==> config.mk <==
export PLATFORM = sky130hd
export DESIGN_NAME = write_buffer_16b
export DESIGN_NICKNAME = d
export VERILOG_FILES = /design/src/rtl/write_buffer_16b.sv
export SDC_FILE = /design/constraint.sdc
export NUM_CORES = 1
export LEC_CHECK = 0
export ABC_AREA = 0
export CORE_MARGIN = 5
export CORE_UTILIZATION = 35
export DETAILED_ROUTE_END_ITERATION = 16
export SLEW_MARGIN = 30
export SYNTH_ARGS = -nofsm -noshare
export SYNTH_HDL_FRONTEND = slang
export SYNTH_SLANG_ARGS = --single-unit
==> constraint.sdc <==
create_clock -name clk -period 3.8 [get_ports clk]
set_clock_uncertainty 0.2 [all_clocks]
set_input_delay 0.95 -clock clk [delete_from_list [all_inputs] [get_ports clk]]
set_output_delay 0.95 -clock clk [all_outputs]
set_load 0.05 [all_outputs]
==> src/rtl/write_buffer_16b.sv <==
// Posted write buffer and memory-port arbiter between the direct-mapped cache and main memory.
// Buffers write-through stores, drains them FIFO-order, and services cache-miss reads with forwarding.
module write_buffer_16b #(
    parameter int unsigned DEPTH_LOG2 = 2,
    parameter int unsigned ADDR_W     = 16,
    parameter int unsigned DATA_W     = 16
) (
    input  logic              clk,
    input  logic              rstz,
    input  logic              we,
    input  logic [ADDR_W-1:0] addr,
    input  logic [DATA_W-1:0] data_in,
    input  logic              re,
    output logic [DATA_W-1:0] rd_data,
    output logic              rd_valid,
    output logic              rd_busy,
    output logic              full,
    output logic              empty,
    output logic              mem_req,
    output logic              mem_we,
    output logic [ADDR_W-1:0] mem_addr,
    output logic [DATA_W-1:0] mem_wdata,
    input  logic [DATA_W-1:0] mem_rdata,
    input  logic              mem_ack,
    inout  wire               dvdd,
    inout  wire               dgnd
);

    localparam int unsigned DEPTH = 1 << DEPTH_LOG2;
    localparam int unsigned CNT_W = DEPTH_LOG2 + 1;

    typedef enum logic [1:0] {StIdle, StWrite, StRead} state_t;

    state_t                  state_q;
    logic [ADDR_W-1:0]       buf_addr [DEPTH];
    logic [DATA_W-1:0]       buf_data [DEPTH];
    logic [DEPTH_LOG2-1:0]   wr_ptr_q;
    logic [DEPTH_LOG2-1:0]   rd_ptr_q;
    logic [CNT_W-1:0]        count_q;
    logic [CNT_W-1:0]        count_d;
    logic [ADDR_W-1:0]       rd_addr_q;

    logic                    push;
    logic                    pop;
    logic                    rd_accept;
    logic                    rd_miss;
    logic                    fwd_hit;
    logic [DATA_W-1:0]       fwd_data;
    logic [DEPTH_LOG2-1:0]   fwd_idx;

    // Supply pins carry no logic; folded here only so they are referenced.
    logic unused_supply;
    assign unused_supply = dvdd ^ dgnd;

    assign push      = we && !full;
    assign pop       = (state_q == StWrite) && mem_ack;
    assign rd_accept = re && !rd_busy;
    assign rd_miss   = rd_accept && !fwd_hit;
    assign count_d   = count_q + CNT_W'(push) - CNT_W'(pop);

    // Scan oldest to youngest so the last match wins.
    always_comb begin
        fwd_hit  = 1'b0;
        fwd_data = '0;
        fwd_idx  = '0;
        for (int unsigned i = 0; i < DEPTH; i++) begin
            fwd_idx = rd_ptr_q + DEPTH_LOG2'(i);
            if ((CNT_W'(i) < count_q) && (buf_addr[fwd_idx] == addr)) begin
                fwd_hit  = 1'b1;
                fwd_data = buf_data[fwd_idx];
            end
        end
        // Store and read share the addr port, so an accepted store always matches.
        if (push) begin
            fwd_hit  = 1'b1;
            fwd_data = data_in;
        end
    end

    always_ff @(posedge clk) begin
        if (push) begin
            buf_addr[wr_ptr_q] <= addr;
            buf_data[wr_ptr_q] <= data_in;
        end
    end

    always_ff @(posedge clk or negedge rstz) begin
        if (!rstz) begin
            state_q   <= StIdle;
            wr_ptr_q  <= '0;
            rd_ptr_q  <= '0;
            count_q   <= '0;
            rd_addr_q <= '0;
            full      <= 1'b0;
            empty     <= 1'b1;
            rd_data   <= '0;
            rd_valid  <= 1'b0;
            rd_busy   <= 1'b0;
            mem_req   <= 1'b0;
            mem_we    <= 1'b0;
            mem_addr  <= '0;
            mem_wdata <= '0;
        end else begin
            rd_valid <= 1'b0;
            if (push) wr_ptr_q <= wr_ptr_q + 1'b1;
            if (pop)  rd_ptr_q <= rd_ptr_q + 1'b1;
            count_q <= count_d;
            full    <= (count_d == CNT_W'(DEPTH));
            empty   <= (count_d == '0);

            if (rd_accept) begin
                if (fwd_hit) begin
                    rd_data  <= fwd_data;
                    rd_valid <= 1'b1;
                end else begin
                    rd_busy   <= 1'b1;
                    rd_addr_q <= addr;
                end
            end

            unique case (state_q)
                StIdle: begin
                    // A pending miss goes ahead of buffered writes; forwarding keeps this safe.
                    if (rd_miss || rd_busy) begin
                        state_q  <= StRead;
                        mem_req  <= 1'b1;
                        mem_we   <= 1'b0;
                        mem_addr <= rd_miss ? addr : rd_addr_q;
                    end else if (!empty) begin
                        state_q   <= StWrite;
                        mem_req   <= 1'b1;
                        mem_we    <= 1'b1;
                        mem_addr  <= buf_addr[rd_ptr_q];
                        mem_wdata <= buf_data[rd_ptr_q];
                    end
                end
                StWrite: begin
                    if (mem_ack) begin
                        mem_req <= 1'b0;
                        state_q <= StIdle;
                    end
                end
                StRead: begin
                    if (mem_ack) begin
                        mem_req  <= 1'b0;
                        rd_data  <= mem_rdata;
                        rd_valid <= 1'b1;
                        rd_busy  <= 1'b0;
                        state_q  <= StIdle;
                    end
                end
                default: state_q <= StIdle;
            endcase
        end
    end

endmodule

==> results of run 1 <==
[synthesized netlist by cell type (2+ instances only)]
master      n
nand4_1     7
and3_1     12
and2_1      5
o21ai_1     2
a221o_1    16
nor4_2      3
mux2_2     41
clkbuf_1   43
mux2_1     11
ha_1       12
mux2i_1    96
a21oi_1    37
nor2_1     30
buf_6      13
dfrtp_1    78
xnor2_1    36
a221oi_1   17
buf_1      10
and4_1      2
inv_1      32
nor3_1      5
a31oi_1    16
edfxtp_1  128
a211o_1    18
a22o_1     18
mux4_2     45
nand2b_1   33
nor2b_1     3
nand3_1    17
a211oi_1    3
o21ai_0    54
nor4_1      2
buf_2      12
or3_1      17
buf_4       7
or4_4       2
nand2_1    59
xor2_1     31
[where the power goes]
group,internal (mW),switching (mW),leakage [nW],total [mW]
sequential,3.11,0.396,2.13,3.51
clock,1.32,0.932,0.370,2.25
combinational,3.06,3.86,3.44,6.92
total,7.49,5.19,5.94,12.7
[path summary, 6_finish.rpt]
kind                                          from  slack, ns                       end
setup / recovery           rd_ptr_q[0]$_DFFE_PN0P_       0.09   mem_addr[8]$_DFFE_PN0P_
min in group clk               mem_req$_DFFE_PN0P_       0.28       mem_req$_DFFE_PN0P_
setup reg to reg           rd_ptr_q[0]$_DFFE_PN0P_       0.09   mem_addr[8]$_DFFE_PN0P_
hold reg to reg                mem_req$_DFFE_PN0P_       0.28       mem_req$_DFFE_PN0P_
max in group asynchronous                     rstz       2.44  mem_wdata[3]$_DFFE_PN0P_
hold / removal                                rstz       0.27     rd_data[15]$_DFF_PN0_
[per-stage QoR]
stage	setup slack [ns]	setup TNS, ns
finish	0.0895	0
global route	-0.00568	-0.00997
CTS	0.0860	0
detailed placement	-0.234	-9.98
global placement	-0.225	-9.52
floorplan	0.277	0
[registers in the layout (all words and copies together) (netlist names), 2 cells and up]
signal,flops
buf_addr,64
buf_data,64
count_q,3
mem_addr,16
mem_wdata,16
rd_addr_q,16
rd_data,16
rd_ptr_q,2
state_q,2
wr_ptr_q,2
[metal layers]
metal,vias up,track usage,part of all wire
li1,4080,-,-
met3,56,0.0258,0.056
met1,4307,0.227,0.44
met2,232,0.268,0.47
met4,2,0.0506,0.029
met5,-,0,0.00039
[logic make-up after synthesis]
logic type,count (synthesis)
AOI/OAI and AO/OA,192
xor gates and xnor gates,68
adders and majority gates,13
buffers and inverters,119
DFF,207
muxes,195
and+or+nand+nor,206
[area by class of cell]
type | count | area share
Multi-Input combinational cell | 674 | 0.383
Clock buffer | 30 | 0.0412
Inverter | 32 | 0.00782
Timing Repair Buffer | 214 | 0.143
Tap cell | 455 | 0.0371
Sequential cell | 207 | 0.379
Clock inverter | 13 | 0.00831
[timing repair]
| item | CTS | global route |
|---|---|---|
| setup buffers | 0 | 14 |
| gates resized for setup | 0 | 12 |
| endpoints found under the setup margin | 0 | 49 |
[worst max-delay path, cell delays in order (launching register included)]
cell,delay [ns]
dfrtp_4,0.49
buf_4,0.15
clkbuf_16,0.17
mux4_2,0.58
xor2_1,0.18
nor4_2,0.07
buf_4,0.14
o2111ai_4,0.12
buf_4,0.17
o21ai_1,0.05
or4_4,0.44
a31o_1,0.28
buf_12,0.16
a221o_1,0.35
[cell usage in the layout, fill, tap and decap left out, drive strengths merged, types with 2 or more instances in the layout]
cell type / synthesis / final
dfrtp: 78 / 78
and4: 2 / 2
nor2b: 3 / 3
o21ai: 56 / 56
buf: 44 / 105
nand3: 19 / 19
o31ai: 2 / 2
a221oi: 17 / 17
mux4: 46 / 46
nor2: 31 / 31
or3: 17 / 17
a2111oi: 2 / 2
or4: 2 / 2
nand4: 7 / 7
ha: 12 / 12
clkinv: 0 / 10
mux2i: 97 / 97
and3: 12 / 12
nor4: 5 / 5
mux2: 52 / 52
bufinv: 0 / 2
nor3: 6 / 6
clkdlybuf4s50: 0 / 105
edfxtp: 128 / 128
a211oi: 3 / 3
a21oi: 37 / 37
clkbuf: 43 / 34
a221o: 16 / 16
inv: 32 / 32
nand2b: 33 / 33
a22o: 18 / 18
xor2: 31 / 31
nand2: 60 / 60
a211o: 18 / 18
and2: 5 / 5
xnor2: 37 / 37
a31oi: 16 / 16
==> qor.txt, run 1 <==
Status: finished, final reports clean
Maximum vdd ir drop: 0.422 mV
Complex-gate fraction of the synthesized area: 0.110
DRC violation count after routing: 0
Multiplexer share of the synthesized area: 0.212
Area growth from synthesis to layout: 25.3%
Net count of the mapped netlist: 1068
Clock sinks: 207
Number of setup violations in the final report: 0
Width of the die: 197 um
Number of antenna violations at the first check in global routing: 1
Relative max-transition margin: 0.479
Final routed wire length divided by cell count: 20.6 um
Number of buffers between clock root and the deepest sink: 3
Static Leak: 5.94 nW
Number of global-route vias before repair: 8392
Most common flop cell mapped by yosys: edfxtp_1
Simple-gate area share of the yosys netlist: 0.0899
1st-pass router iterations: 7
Number of storage elements in the synthesis netlist: 207
Filler Cells Inserted: 3152
Die outline height: 197 um
Cell type with the largest total area after synthesis: edfxtp_1
Cells taking the most area after synthesis: edfxtp_1 (31%), dfrtp_1 (16%), mux4_2 (8.3%)
Number of cell rows: 68
Post-CTS Hold Fix Bufs: 0
Power density cells: 825 nW/um2
Number of cells on the worst reg-to-reg path: 13
Hold violation count in the final report: 0
Final worst hold slack: 0.267 ns
Count of antenna diodes in the layout: 0
Final design area excluding fillers: 15400 um2
Filler-free cell count of the finished design: 1625
Ratio of routed vias to standard cells: 5.34
CTS H-Tree Depth: 1
Overall Global Routing Usage: 0.164
Distinct cells, synth: 65
Critical path peak fanout: 13
Crit path capture type: flop
F_max: 0.270 GHz
Async set or reset register ratio after synthesis: 0.382
Multi-input logic area: 5880 um2
Crit path required time: 4.00 ns
IO Port Bufs: 106
Nets: 1221
Main combinational cell family by area after synthesis: multiplexers
Share of Yosys cell area claimed by the top area cell type: 0.313
Post-Synth Adder-Cell Area: 0.0139
Gp weighted congestion: 0.808
Root cell of the clock tree: clkbuf_16
Placed standard-cell area: 14300 um2
WS Path Type: reg -> reg
TritonCTS Buffers: 24
Startpoint kind of the worst setup timing path: flop
Endpoints left unconstrained: 2
Insertion delay of the later-clocked pin in the worst-skew pair: 0.54 ns
Crit path time final: 3.71 ns
Mean instance size in the synthesized netlist: 12.3 um2
Antenna-violating nets left: 0
Synthesized instance count: 1000
Post-DP HPWL: 22600 um
Total overflow reported by the global router: 0
Count of placed standard cells including taps: 1564
Synth warn: 0
Seq. cell area: 5830 um2
Total power: 12.7 mW
Total Die Area: 38900 um2
Worst min-delay path class: in -> async
Mapped Area: 12300 um2
Clock tree from TritonCTS: built
Post-synthesis share of cell area spent on xor and xnor gates: 0.0492
Slew at the pin closest to its max-slew limit: 0.781 ns
Placeable core region: 34500 um2
First-pass GRT wire length: 50300 um
Max_cap viols: 0
Number of slew-limit violations in the final report: 0
Data arrival time at the worst-slack endpoint: 3.91 ns
Layout cell share with drive strength beyond 1: 0.224
Top-Level Pins: 109
Starting utilization of the core area: 0.355
Number of enable-type register cells in the synthesized netlist: 128
Post-route clock period utilization: 0.976
Maximum number of pins on one net before global-route repair: 131
Number of DRC markers after the initial detailed-route iteration: 612
Sequential-to-total area share from yosys stat: 0.475
Vias post-DR: 8677
Clock slew seen by the registers of the worst setup and hold paths: 0.06 ns
Core Util, Final: 0.445
Routed Wire Length: 33400 um
(Power assumes the default switching activity.)
==> run 2: changes to the inputs <==
--- a/config.mk
+++ b/config.mk
@@ -7,8 +7,9 @@
 export LEC_CHECK = 0
 export ABC_AREA = 0
 export CORE_MARGIN = 5
-export CORE_UTILIZATION = 35
+export CORE_UTILIZATION = 59
 export DETAILED_ROUTE_END_ITERATION = 16
+export PLACE_DENSITY = 0.81
 export SLEW_MARGIN = 30
 export SYNTH_ARGS = -nofsm -noshare
 export SYNTH_HDL_FRONTEND = slang
==> run 2 against run 1 <==
Hold slack got worse by 0.029 ns; clock power decreased by 7%; utilization increased by 30 points; clock-buffer cell count decreased by 2; critical endpoint is now mem_addr[2]$_DFFE_PN0P_.
==> qor.txt, run 2 (same netlist as run 1, synthesis figures left out) <==
CTS H-Tree Depth: 1 (unchanged)
Width of the die: 154 um (was 197 um)
Total power: 12.7 mW (about the same)
Nets: 1245 (was 1221)
Placed standard-cell area: 14200 um2 (was 14300 um2)
Routed Wire Length: 31500 um (was 33400 um)
Number of cells on the worst reg-to-reg path: 14 (was 13)
Crit path time final: 3.74 ns (was 3.71 ns)
Part of the power in registers: 0.278 (was 0.277)
Maximum vdd ir drop: 0.537 mV (was 0.422 mV)
Number of slew-limit violations in the final report: 0 (unchanged)
Number of antenna violations at the first check in global routing: 1 (unchanged)
Setup repair after global routing missed its margin: yes
Worst flop-to-flop path startpoint: rd_ptr_q[0]$_DFFE_PN0P_ (unchanged)
Total overflow reported by the global router: 0 (unchanged)
Number of global-route vias before repair: 8754 (was 8392)
Power density cells: 836 nW/um2 (was 825 nW/um2)
Final WS setup: 0.0642 ns (was 0.0895 ns)
Critical path peak fanout: 7 (was 13)
Final worst hold slack: 0.238 ns (was 0.267 ns)
Starting utilization of the core area: 0.602 (was 0.355)
Vias post-DR: 9071 (was 8677)
Placeable core region: 20400 um2 (was 34500 um2)
First-pass GRT wire length: 48900 um (was 50300 um)
DP Worst Slack: -0.335 ns (was -0.234 ns)
Final design area excluding fillers: 15200 um2 (was 15400 um2)
Slew at the pin closest to its max-slew limit: 0.723 ns (was 0.781 ns)
Hold violation count in the final report: 0 (unchanged)
Root cell of the clock tree: clkbuf_16 (unchanged)
Ratio of routed vias to standard cells: 6.20 (was 5.34)
Filler-free cell count of the finished design: 1464 (was 1625)
DRC violation count after routing: 0 (unchanged)
TritonCTS Buffers: 22 (was 24)
WS Path Type: reg -> reg (unchanged)
Worst R2R End: mem_addr[2]$_DFFE_PN0P_ (was mem_addr[8]$_DFFE_PN0P_)
Leading cell types in the layout, fill and taps excluded: edfxtp_1 (128), buf_4 (108), clkdlybuf4s50_1 (105), mux2i_1 (96), dfrtp_1 (76) (was edfxtp_1 (128), clkdlybuf4s50_1 (105), mux2i_1 (96), buf_4 (82), dfrtp_1 (76))
Relative max-transition margin: 0.518 (was 0.479)
Post-CTS Hold Fix Bufs: 0 (unchanged)
Clock sinks: 207 (unchanged)
Count of placed standard cells including taps: 1397 (was 1564)
Endpoints left unconstrained: 2 (unchanged)
Antenna-violating nets left: 0 (unchanged)
Int Pwr: 7.44 mW (was 7.49 mW)
Top-Level Pins: 109 (unchanged)
Data arrival time at the worst-slack endpoint: 3.95 ns (was 3.91 ns)
Crit path required time: 4.01 ns (was 4.00 ns)
Overall Global Routing Usage: 0.259 (was 0.164)
Number of cell rows: 52 (was 68)
Clock network fraction of design power: 0.164 (was 0.177)
1st-pass router iterations: 6 (was 7)
Number of DRC markers after the initial detailed-route iteration: 886 (was 612)
Die outline height: 154 um (was 197 um)
R2R setup slack: 0.06 ns (was 0.09 ns)
Number of setup violations in the final report: 0 (unchanged)
Net switching power figure: 5.30 mW (was 5.19 mW)
Filler Cells Inserted: 1266 (was 3152)
F_max: 0.268 GHz (was 0.270 GHz)
Total Die Area: 23800 um2 (was 38900 um2)
Static Leak: 6.01 nW (was 5.94 nW)
Most common cell after layout, fill and taps aside: edfxtp_1 (unchanged)
Clock slew seen by the registers of the worst setup and hold paths: 0.07 ns (was 0.06 ns)
Number of buffers between clock root and the deepest sink: 3 (unchanged)
IO Port Bufs: 106 (unchanged)
Layout cell share with drive strength beyond 1: 0.241 (was 0.224)
Clock tree from TritonCTS: built (unchanged)
Registers with the most flip-flops: buf_addr x64, buf_data x64 (unchanged)
Insertion delay of the later-clocked pin in the worst-skew pair: 0.53 ns (was 0.54 ns)
Startpoint kind of the worst setup timing path: flop (unchanged)
Maximum number of pins on one net before global-route repair: 89 (was 131)
Switching fraction of total power: 0.416 (was 0.409)
Post-DP HPWL: 21700 um (was 22600 um)
Status: finished, final reports clean (unchanged)
Area growth from synthesis to layout: 24.3% (was 25.3%)
Comb power frac: 0.558 (was 0.546)
Max_cap viols: 0 (unchanged)
Worst min-delay path class: in -> async (unchanged)
Post-route clock period utilization: 0.983 (was 0.976)
Crit path capture type: flop (unchanged)
Final routed wire length divided by cell count: 21.5 um (was 20.6 um)
Gp weighted congestion: 0.884 (was 0.808)
-- run 2: cell count changes in the layout (fill, tap and decap cells not counted), sizes merged, moves of 2 or more --
cell	before	now
buf	105	134
clkbuf	34	28
clkinv	10	7
bufinv	2	0
clkinvlp	1	3
inv	32	34
-- run 2: metrics by stage --
step / utilization / TNS (ns)
2_1_floorplan: - / 0
3_3_place_gp: 0.698 / -9.05
3_5_place_dp: 0.698 / -11.08
4_1_cts: 0.735 / 0
5_1_grt: 0.749 / -0.402
6_report: 0.749 / 0
-- run 2: worst max-delay path, stage by stage (launching register included) --
cell and delay, ns:
dfrtp_4 0.54, buf_12 0.16, buf_8 0.12, buf_4 0.13
mux4_2 0.42, xnor2_1 0.14, nand4_1 0.13, nor3_2 0.06
buf_4 0.13, and4_4 0.15, buf_6 0.13, or4_4 0.54
a31o_4 0.25, buf_4 0.15, a221o_1 0.35
-- run 2: worst max-delay path by stage --
stage | depth (start not counted) | from | end
after global placement | 12 | addr[5] | mem_addr[14]$_DFFE_PN0P_
after CTS | 13 | rd_ptr_q[0]$_DFFE_PN0P_ | mem_addr[13]$_DFFE_PN0P_
after global routing | 14 | rd_ptr_q[0]$_DFFE_PN0P_ | rd_data[6]$_DFF_PN0_
after detailed placement | 12 | addr[5] | mem_addr[13]$_DFFE_PN0P_
final | 14 | rd_ptr_q[0]$_DFFE_PN0P_ | mem_addr[2]$_DFFE_PN0P_
after floorplan | 10 | addr[5] | mem_addr[10]$_DFFE_PN0P_
-- run 2: power groups by stage --
stage                     Clock (mW)  Combinational, mW  Sequential (mW)
after floorplan                    0               4.06             4.37
after global placement             0               6.60             3.56
after detailed placement           0               6.74             3.60
after CTS                       2.12               6.83             3.55
after global routing            2.22               7.58             3.61
final                           2.09               7.11             3.54
-- run 2: per-layer routing --
metal  GRT usage  up-vias  routed length [um]
met5           0        -                   0
met4      0.0593        0                 644
met3      0.0721       61                3480
met2       0.386      491               13800
met1       0.383     4390               13500
li1            -     4129                   -
-- run 2: final cells by class --
type / count / area (um2) / share of cell area
Antenna cell: 1 / 2.50 / 0.000164
Sequential cell: 207 / 5830 / 0.382
Multi-Input combinational cell: 675 / 5920 / 0.388
Inverter: 32 / 120 / 0.00788
Tap cell: 270 / 338 / 0.0222
Clock inverter: 12 / 91.3 / 0.00599
Timing Repair Buffer: 239 / 2320 / 0.152
Clock buffer: 28 / 624 / 0.0409
-- run 2: repair_timing --
item,4_1_cts,5_1_grt
endpoints found under the setup margin,16,32
hold endpoints to repair,0,0
setup buffers,4,22
resized for setup,0,29
cloned,0,1
pin swaps,0,22
==> run 3: changes to the inputs <==
--- a/config.mk
+++ b/config.mk
@@ -6,10 +6,11 @@
 export NUM_CORES = 1
 export LEC_CHECK = 0
 export ABC_AREA = 0
-export CORE_MARGIN = 5
-export CORE_UTILIZATION = 59
+export CORE_MARGIN = 4
+export CORE_UTILIZATION = 60
 export DETAILED_ROUTE_END_ITERATION = 16
-export PLACE_DENSITY = 0.81
+export GPL_TIMING_DRIVEN = 0
+export PLACE_DENSITY = 0.83
 export SLEW_MARGIN = 30
 export SYNTH_ARGS = -nofsm -noshare
 export SYNTH_HDL_FRONTEND = slang
==> constraint.sdc (replaced) <==
create_clock -name clk -period 4.8 [get_ports clk]
set_clock_uncertainty 0.2 [all_clocks]
set_input_delay 1.2 -clock clk [delete_from_list [all_inputs] [get_ports clk]]
set_output_delay 1.2 -clock clk [all_outputs]
set_load 0.05 [all_outputs]
==> run 3 against run 2 <==
Hold slack better by 0.038 ns; sequential power is 22% lower; combinational power is 22% lower; critical path depth is 3 lower; critical endpoint is now rd_data[8]$_DFF_PN0_; register-to-register slack better by 0.31 ns; largest cell class unchanged; cell count is 2.7% lower; sequential cell count stayed put; highest routed layer unchanged.
==> qor.txt, run 3 (same netlist as run 1, synthesis figures left out) <==
Status: finished, final reports clean (unchanged)
Number of DRC markers after the initial detailed-route iteration: 1195 (was 886)
Clock tree from TritonCTS: built (unchanged)
Startpoint kind of the worst setup timing path: input pin (was flop)
Endpoints left unconstrained: 2 (unchanged)
Max layer used: met4 (unchanged)
Data arrival time at the worst-slack endpoint: 4.98 ns (was 3.95 ns)
Number of buffers between clock root and the deepest sink: 3 (unchanged)
Max_cap viols: 0 (unchanged)
Insertion delay of the later-clocked pin in the worst-skew pair: 0.54 ns (was 0.53 ns)
1st-pass router iterations: 6 (unchanged)
Vias post-DR: 9087 (was 9071)
Filler Cells Inserted: 1382 (was 1266)
Net switching power figure: 4.35 mW (was 5.30 mW)
Root cell of the clock tree: clkbuf_16 (unchanged)
Maximum vdd ir drop: 0.434 mV (was 0.537 mV)
Gp weighted congestion: 0.985 (was 0.884)
Area growth from synthesis to layout: 19.2% (was 24.3%)
Post-route clock period utilization: 0.988
Antenna-violating nets left: 0 (unchanged)
Core Util, Final: 0.724 (was 0.749)
Total overflow reported by the global router: 0 (unchanged)
Filler-free cell count of the finished design: 1424 (was 1464)
Post-DP HPWL: 25000 um (was 21700 um)
Crit path capture type: flop (unchanged)
Final design area excluding fillers: 14600 um2 (was 15200 um2)
Crit path required time: 5.03 ns (was 4.01 ns)
Number of global-route vias before repair: 8773 (was 8754)
Post-CTS Hold Fix Bufs: 0 (unchanged)
Routed Wire Length: 33800 um (was 31500 um)
Leading cell types in the layout, fill and taps excluded: edfxtp_1 (128), clkdlybuf4s50_1 (105), mux2i_1 (96), dfrtp_1 (78), nand2_1 (59) (was edfxtp_1 (128), buf_4 (108), clkdlybuf4s50_1 (105), mux2i_1 (96), dfrtp_1 (76))
Die outline height: 151 um (was 154 um)
Setup repair after global routing missed its margin: no (was yes)
Crit path time final: 4.74 ns
IO Port Bufs: 106 (unchanged)
Clock slew seen by the registers of the worst setup and hold paths: 0.06 ns (was 0.07 ns)
Hold path startpoint: mem_req$_DFFE_PN0P_
Count of placed standard cells including taps: 1381 (was 1397)
Ratio of routed vias to standard cells: 6.38 (was 6.20)
Number of slew-limit violations in the final report: 0 (unchanged)
Starting utilization of the core area: 0.608 (was 0.602)
Static Leak: 5.61 nW (was 6.01 nW)
Number of setup violations in the final report: 0 (unchanged)
Slew at the pin closest to its max-slew limit: 0.788 ns (was 0.723 ns)
Critical path peak fanout: 10 (was 7)
Maximum number of pins on one net before global-route repair: 66 (was 89)
Comb power frac: 0.546 (was 0.558)
WS Path Type: in -> reg (was reg -> reg)
F_max: 0.211 GHz
Worst flop-to-flop path startpoint: rd_ptr_q[0]$_DFFE_PN0P_ (unchanged)
DRC violation count after routing: 0 (unchanged)
Part of the power in registers: 0.272 (was 0.278)
Count of antenna diodes in the layout: 0 (was 1)
Total negative slack for setup checks: 0 ns (unchanged)
Number of antenna violations at the first check in global routing: 0 (was 1)
Total Die Area: 22800 um2 (was 23800 um2)
DR WL met2: 14500 um (was 13800 um)
Width of the die: 151 um (was 154 um)
TritonCTS Buffers: 24 (was 22)
Origin of the worst setup path: addr[0] (was rd_ptr_q[0]$_DFFE_PN0P_)
Final routed wire length divided by cell count: 23.7 um (was 21.5 um)
Switching fraction of total power: 0.427 (was 0.416)
Clock network fraction of design power: 0.182 (was 0.164)
Registers with the most flip-flops: buf_addr x64, buf_data x64 (unchanged)
Power density cells: 697 nW/um2 (was 836 nW/um2)
Placeable core region: 20200 um2 (was 20400 um2)
Most common cell after layout, fill and taps aside: edfxtp_1 (unchanged)
CTS H-Tree Depth: 1 (unchanged)
Worst min-delay path class: reg -> reg (was in -> async)
Layout cell share with drive strength beyond 1: 0.162 (was 0.241)
Int Pwr: 5.84 mW (was 7.44 mW)
Overall Global Routing Usage: 0.299 (was 0.259)
Nets: 1204 (was 1245)
Top-Level Pins: 109 (unchanged)
Routed length on met1: 14400 um (was 13500 um)
Relative max-transition margin: 0.475 (was 0.518)
Total power: 10.2 mW (was 12.7 mW)
First-pass GRT wire length: 51700 um (was 48900 um)
Met3 wirelength from detailed routing: 4070 um (was 3480 um)
Number of cell rows: 52 (unchanged)
Clock sinks: 207 (unchanged)
Hold violation count in the final report: 0 (unchanged)
Placed standard-cell area: 13800 um2 (was 14200 um2)
[run 3: metal layers]
metal,up-vias,track usage
li1,4042,-
met1,4407,0.460
met2,576,0.432
met3,62,0.0772
met4,0,0.0635
met5,-,0
[run 3: power groups by stage]
stage	Combinational, mW	Clock, mW	Sequential (mW)
2_1_floorplan	3.22	0	3.46
3_3_place_gp	5.32	0	2.78
3_5_place_dp	5.47	0	2.79
4_1_cts	5.50	1.86	2.77
5_1_grt	5.90	1.95	2.83
6_report	5.56	1.85	2.77
[run 3: critical path, stage by stage]
cell and delay [ns]:
clkdlybuf4s50_1 0.57, buf_1 0.48, xnor2_1 0.25, o21ai_0 0.14, a2111oi_0 0.60, and4_1 0.35
buf_2 0.22, clkbuf_1 0.37, clkbuf_1 0.37, nand3_1 0.19, a31oi_1 0.20
[run 3: final cells by class]
class                      instances  area [um2]  area share
clock buffer                      31         657      0.0450
timing repair buffer             111        1180      0.0811
sequential                       207        5820       0.398
multi-input combinational        674        5830       0.399
buffer                            86         489      0.0335
tap                              270         338      0.0231
inverter                          32         120     0.00822
clock inverter                    13         168      0.0115
[run 3: what timing repair did]
action                                  in CTS  in global routing
setup buffers                                0                  0
resized for setup                            0                  0
endpoints found under the setup margin       0                  7
[run 3: worst paths after layout]
path | to | depth (start not counted) | slack (ns)
hold reg to reg | mem_req$_DFFE_PN0P_ | 1 | 0.28
setup / recovery | rd_data[8]$_DFF_PN0_ | 11 | 0.06
max in group asynchronous | empty$_DFF_PN1_ | 2 | 3.46
hold / removal | mem_req$_DFFE_PN0P_ | 1 | 0.28
setup reg to reg | rd_data[8]$_DFF_PN0_ | 11 | 0.37
min in group asynchronous | rd_ptr_q[1]$_DFFE_PN0P_ | 1 | 0.30
[run 3: per-stage QoR]
stage	hold slack (ns)	setup WS, ns
finish	0.276	0.0581
detailed placement	0.267	-0.215
global route	0.293	0.0222
CTS	0.281	0.285
floorplan	0.282	1.03
global placement	0.266	-0.637
